`src/rtl/viterbi_pkg.sv`:
```
// Shared definitions for the K=3 Viterbi decoder: trellis state names,
// default traceback depth, FSM encoding and the backward trellis step.
package viterbi_pkg;

    localparam logic [1:0] S00 = 2'b00;
    localparam logic [1:0] S01 = 2'b01;
    localparam logic [1:0] S10 = 2'b10;
    localparam logic [1:0] S11 = 2'b11;

    localparam int TB_DEPTH_DEFAULT = 8;

    typedef enum logic [1:0] {
        IDLE  = 2'b00,
        TRACE = 2'b01,
        DONE  = 2'b10
    } tb_fsm_e;

    // State is {u_t, u_t-1}; stepping back drops u_t and shifts in the decision bit.
    function automatic logic [1:0] tb_predecessor(input logic [1:0] state, input logic dec);
        return {state[0], dec};
    endfunction

endpackage

```
`src/rtl/tb_step.sv`:
```
// One combinational traceback step: picks the decision bit of the current
// state at the given column and produces the decoded bit and predecessor.
module tb_step
    import viterbi_pkg::*;
#(
    parameter int TB_DEPTH = TB_DEPTH_DEFAULT,
    parameter int IDX_W    = $clog2(TB_DEPTH)
) (
    input  logic [1:0]          state,
    input  logic [TB_DEPTH-1:0] dec00,
    input  logic [TB_DEPTH-1:0] dec01,
    input  logic [TB_DEPTH-1:0] dec10,
    input  logic [TB_DEPTH-1:0] dec11,
    input  logic [IDX_W-1:0]    col,
    output logic                bit_out,
    output logic [1:0]          next_state
);

    logic dec_bit;

    always_comb begin
        dec_bit = 1'b0;
        case (state)
            S00:     dec_bit = dec00[col];
            S01:     dec_bit = dec01[col];
            S10:     dec_bit = dec10[col];
            default: dec_bit = dec11[col];
        endcase
    end

    assign bit_out    = state[1];
    assign next_state = tb_predecessor(state, dec_bit);

endmodule

```
`src/rtl/traceback_unit.sv`:
```
// Traceback reader: snapshots the decision vectors on request, walks the
// trellis backward one column per clock and assembles the decoded word.
module traceback_unit
    import viterbi_pkg::*;
#(
    parameter int TB_DEPTH = TB_DEPTH_DEFAULT,
    parameter int CNT_W    = 4
) (
    input  logic                clk,
    input  logic                rst_n,
    input  logic                start,
    input  logic [1:0]          start_state,
    input  logic [CNT_W-1:0]    wr_cnt,
    input  logic [TB_DEPTH-1:0] dec00_i,
    input  logic [TB_DEPTH-1:0] dec01_i,
    input  logic [TB_DEPTH-1:0] dec10_i,
    input  logic [TB_DEPTH-1:0] dec11_i,
    output logic                busy,
    output logic                tb_bit,
    output logic                tb_bit_valid,
    output logic [TB_DEPTH-1:0] data_o,
    output logic [CNT_W-1:0]    out_len,
    output logic [1:0]          end_state,
    output logic                out_valid
);

    localparam int IDX_W = $clog2(TB_DEPTH);

    tb_fsm_e state, state_next;

    logic [TB_DEPTH-1:0] snap00, snap01, snap10, snap11;
    logic [1:0]          cur_s;
    logic [CNT_W-1:0]    len_r;
    logic [CNT_W-1:0]    k_r;

    logic [CNT_W-1:0]    len_clamped;
    logic                accept;
    logic                last_step;
    logic [IDX_W-1:0]    col;
    logic [IDX_W-1:0]    dat_idx;
    logic                step_bit;
    logic [1:0]          step_next;

    // busy still covers the out_valid cycle, so a start there is not taken
    assign accept      = (state == IDLE) && start && !busy;
    assign len_clamped = (wr_cnt > CNT_W'(TB_DEPTH)) ? CNT_W'(TB_DEPTH) : wr_cnt;
    assign last_step   = (k_r == len_r - CNT_W'(1));
    assign col         = IDX_W'(TB_DEPTH - 1) - k_r[IDX_W-1:0];
    assign dat_idx     = len_r[IDX_W-1:0] - IDX_W'(1) - k_r[IDX_W-1:0];

    tb_step #(
        .TB_DEPTH (TB_DEPTH),
        .IDX_W    (IDX_W)
    ) u_step (
        .state      (cur_s),
        .dec00      (snap00),
        .dec01      (snap01),
        .dec10      (snap10),
        .dec11      (snap11),
        .col        (col),
        .bit_out    (step_bit),
        .next_state (step_next)
    );

    always_ff @(posedge clk or negedge rst_n) begin
        if (!rst_n) state <= IDLE;
        else        state <= state_next;
    end

    always_comb begin
        state_next = state;
        case (state)
            IDLE:    if (accept) state_next = (len_clamped == '0) ? DONE : TRACE;
            TRACE:   if (last_step) state_next = DONE;
            DONE:    state_next = IDLE;
            default: state_next = IDLE;
        endcase
    end

    always_ff @(posedge clk or negedge rst_n) begin
        if (!rst_n) begin
            snap00       <= '0;
            snap01       <= '0;
            snap10       <= '0;
            snap11       <= '0;
            cur_s        <= S00;
            len_r        <= '0;
            k_r          <= '0;
            busy         <= 1'b0;
            tb_bit       <= 1'b0;
            tb_bit_valid <= 1'b0;
            data_o       <= '0;
            out_len      <= '0;
            end_state    <= S00;
            out_valid    <= 1'b0;
        end else begin
            tb_bit       <= 1'b0;
            tb_bit_valid <= 1'b0;
            out_valid    <= 1'b0;
            case (state)
                IDLE: begin
                    if (accept) begin
                        snap00 <= dec00_i;
                        snap01 <= dec01_i;
                        snap10 <= dec10_i;
                        snap11 <= dec11_i;
                        cur_s  <= start_state;
                        len_r  <= len_clamped;
                        k_r    <= '0;
                        data_o <= '0;
                        busy   <= 1'b1;
                    end else begin
                        busy   <= 1'b0;
                    end
                end
                TRACE: begin
                    tb_bit          <= step_bit;
                    tb_bit_valid    <= 1'b1;
                    data_o[dat_idx] <= step_bit;
                    cur_s           <= step_next;
                    k_r             <= k_r + CNT_W'(1);
                end
                DONE: begin
                    out_valid <= 1'b1;
                    out_len   <= len_r;
                    end_state <= cur_s;
                end
                default: ;
            endcase
        end
    end

endmodule

```
`config.mk`:
```
export PLATFORM = sky130hd
export DESIGN_NAME = traceback_unit
export DESIGN_NICKNAME = d
export VERILOG_FILES = /design/src/rtl/viterbi_pkg.sv /design/src/rtl/tb_step.sv /design/src/rtl/traceback_unit.sv
export SDC_FILE = /design/constraint.sdc
export NUM_CORES = 1
export LEC_CHECK = 0
export BUFFER_PORTS_ARGS = -buffer_cell sky130_fd_sc_hd__buf_2
export CAP_MARGIN = 0
export CORE_MARGIN = 3
export CORE_UTILIZATION = 55
export CTS_CLUSTER_SIZE = 20
export DETAILED_ROUTE_END_ITERATION = 6
export GPL_TIMING_DRIVEN = 0
export PLACE_DENSITY_LB_ADDON = 0.3
export SLEW_MARGIN = 20
export SYNTH_ARGS = -nofsm -noshare
export SYNTH_HDL_FRONTEND = slang
export SYNTH_SLANG_ARGS = --single-unit
```
`constraint.sdc`:
```
create_clock -name clk -period 2.5 [get_ports clk]
set_input_delay 0.625 -clock clk [delete_from_list [all_inputs] [get_ports clk]]
set_output_delay 0.625 -clock clk [all_outputs]
set_load 0.05 [all_outputs]
```
==> out/metrics.csv <==
stage,metric,value,unit
outcome,status,"finished, final reports clean",
timing,Final WS setup,0.193,ns
floorplan,Rows,25,
floorplan,die height,79.1,um
finish,Ant. Diodes,0,
cts,# H-tree levels,3,
cts,post-cts resize count,1,
routing,via count,2276,
timing,final clock skew,0.00540,ns
setup_path,Worst EP required,2.72,ns
cts,worst-skew pair later-pin latency,0.33,ns
routing,WL final,6130,um
cts,Clock Tree Buf Depth,2,
cts,Clock Pin Slew Worst Setup and Hold Paths,0.06,ns
timing,"Hold Vio Cnt, Final",0,
cts,Setup Buffers After CTS,0,
flow_run,max cap viols,0,
floorplan,Core Box Area,0.00494,sq mm
setup_path,reg2reg start,k_r[0],
yosys,"EDFF count, synth",0,
finish,final cell count without fillers,435,
setup_path,CP peak stage delay,0.40,ns
finish,"commonest non-fill, non-tap cell in the layout",nand2_1,
setup_path,Levels on crit path,9,
yosys,Syn Nets,340,
power_and_ir_drop,Tot Pwr,4.93,mW
yosys,Post-synth ARST share,1.00,
place,Detailed Place HPWL,4310,um
timing,RSZ-0062 raised after global routing,no,
power_and_ir_drop,PwrDens,1410,mW/mm^2
routing,routed vias/inst,5.23,
place,Place WS,-0.00258,ns
timing,f_max,0.434,GHz
floorplan,Starting Density,0.595,
setup_path,CP arrival,2.53,ns
cts,clock sink count,62,
grt,vias in the first global route,2304,
grt,largest net degree at the start of global routing,63,
yosys,sequential area share after synthesis,0.528,
setup_path,Crit path buffers/inverters,3,
yosys,Unique masters post-synth,43,
setup_path,Crit Path Category,reg2reg,
place,GP Congestion,0.786,
routing,DRT Pass-1 Iters,4,
yosys,cells after synthesis,295,
timing,crit share post-route,0.923,
routing,post-route ant nets,0,
yosys,Mapped Area,0.00294,sq mm
routing,Starting DRT DRC Count,153,
setup_path,Crit Path Max Fanout,10,
grt,Tot GR Track Use,0.223,
yosys,Seq cells post-synth,62,
setup_path,Critical Path End,data_o[5],
finish,"commonest cells after routing, fill and taps aside","nand2_1 (113), dfrtp_1 (62), buf_2 (61)",
setup_path,"Max stage delay cell, worst path",fa_1,
hold_path,Tightest Hold Check Type,in2async,
finish,Area Overhead vs Synth,18.7,%
routing,DR WL met2,2980,um
timing,Slew headroom,0.399,
setup_path,CP endpoint kind,flop,
cts,Num CTS Buffers,9,
cts,CTS Hold Buffers Added,0,
place,port bufs,58,
setup_path,terminus of the critical flop-to-flop path,data_o[5],
setup_path,startpoint types,flop,
routing,met1 wire length,2710,um
timing,fin. max-slew vios,0,
yosys,Synth warnings,0,
setup_path,R2R Setup Slk,0.19,ns
timing,Slew @ Worst Pin,0.899,ns
grt,first-pass GRT wire length,10600,um
routing,DRC Markers,0,
finish,fin util,0.706,
floorplan,chip width,79.1,um
power_and_ir_drop,P_leak,1.83,nW
setup_path,critical path cell sequence,buf_6 -> buf_8 -> inv_1 -> ha_1 -> fa_1 -> xor3_1 -> nor3b_2 -> nand2_1 -> a32o_1,
routing,WL/cell,14.1,um
floorplan,die area,0.00626,sq mm
timing,hold_ws,0.357,ns
finish,fill count,397,
finish,fraction of layout cells with a size suffix above 1,0.231,
yosys,"Primary FF master, synth",dfrtp_1,
grt,global route overflow,0,
grt,initial antenna violation count,0,
setup_path,crit path launch,k_r[0],
place,Post-Place Cells,420,
finish,fin nets,409,
routing,max layer used,met4,
setup_path,"delay-heaviest family, CP",adder cells,
timing,final setup vio count,0,
timing,Tmin final,2.31,ns
cts,CTS tree,built,
cts,Clock Tree Root,clkbuf_8,
routing,met3 wire length,340,um
setup_path,R2R depth,9,
power_and_ir_drop,IR Drop Worst-Case VDD,0.658,mV
floorplan,Ports,59,
yosys,syn_area_per_cell,9.96,sq um
[logic make-up (layout without fill, tap and decap cells)]
logic type,after synthesis,after routing,synth area share
AND/OR/NAND/NOR,145,145,0.212
flip-flops,62,62,0.528
AO/OA/AOI/OAI,32,32,0.0707
buffers and inverters,26,99,0.0413
multiplexers,17,17,0.0915
XOR/XNOR,9,9,0.0366
adder cells (fa/ha/maj),4,4,0.0196
[worst min path at each step]
stage               cells after the start  slack [ns]         end       from
floorplan                               0        0.33        busy      rst_n
global placement                        2        0.45   snap01[3]  snap01[3]
detailed placement                      2        0.46   snap11[3]  snap11[3]
CTS                                     1        0.39   data_o[3]      rst_n
global route                            1        0.42  out_len[3]      rst_n
finish                                  1        0.36  out_len[0]      rst_n
[power by group]
group          internal [mW]  switching [mW]
clock                  0.408           0.351
sequential              1.45           0.261
combinational          0.947            1.52
total                   2.80            2.13
[layout make-up]
cell class | instances | area, sq um | area share
Timing Repair Buffer | 58 | 293 | 0.0839
Tap cell | 67 | 83.8 | 0.0240
Inverter | 8 | 30.0 | 0.00861
Clock buffer | 14 | 163 | 0.0466
Clock inverter | 1 | 5.00 | 0.00143
Sequential cell | 62 | 1550 | 0.445
Multi-Input combinational cell | 207 | 1270 | 0.364
Buffer | 18 | 92.6 | 0.0265
[flip-flops by register name, summed over array words and instances, names as in the netlist]
name	flops
state	2
end_state	2
snap11	8
busy	1
snap00	8
out_valid	1
data_o	8
cur_s	2
len_r	4
snap01	8
tb_bit_valid	1
out_len	4
tb_bit	1
snap10	8
k_r	4
[routing by layer]
metal,global-route usage,vias up
met5,0,-
met4,0.112,0
met3,0.0454,8
met2,0.359,65
met1,0.289,1079
li1,-,1124
[cells in the mapped netlist, types with 2 or more instances]
master	instances	area, sq um
a21oi_1	3	15.0
buf_2	4	20.0
clkbuf_1	12	45.0
dfrtp_1	62	1550
ha_1	3	37.5
inv_1	8	30.0
mux2_2	4	45.0
mux2i_1	7	70.1
mux4_1	5	131
nand2_1	113	424
nand2b_1	3	18.8
nand3_1	6	30.0
nand3b_1	3	22.5
nor2_1	6	22.5
nor3_1	3	15.0
nor3b_1	2	15.0
o2111ai_1	2	17.5
o211ai_1	2	15.0
o21ai_0	15	75.1
o31ai_1	3	22.5
or3_1	2	12.5
xnor2_1	3	26.3
xor2_1	4	35.0
[metrics by stage]
| step | cell area (sq um) | setup TNS (ns) |
|---|---|---|
| CTS | 3480 | 0 |
| detailed placement | 3320 | -0.00258 |
| finish | 3490 | 0 |
| floorplan | 2940 | 0 |
| global route | 3490 | 0 |
| global placement | 3310 | 0 |
(Power assumes the default switching activity.)
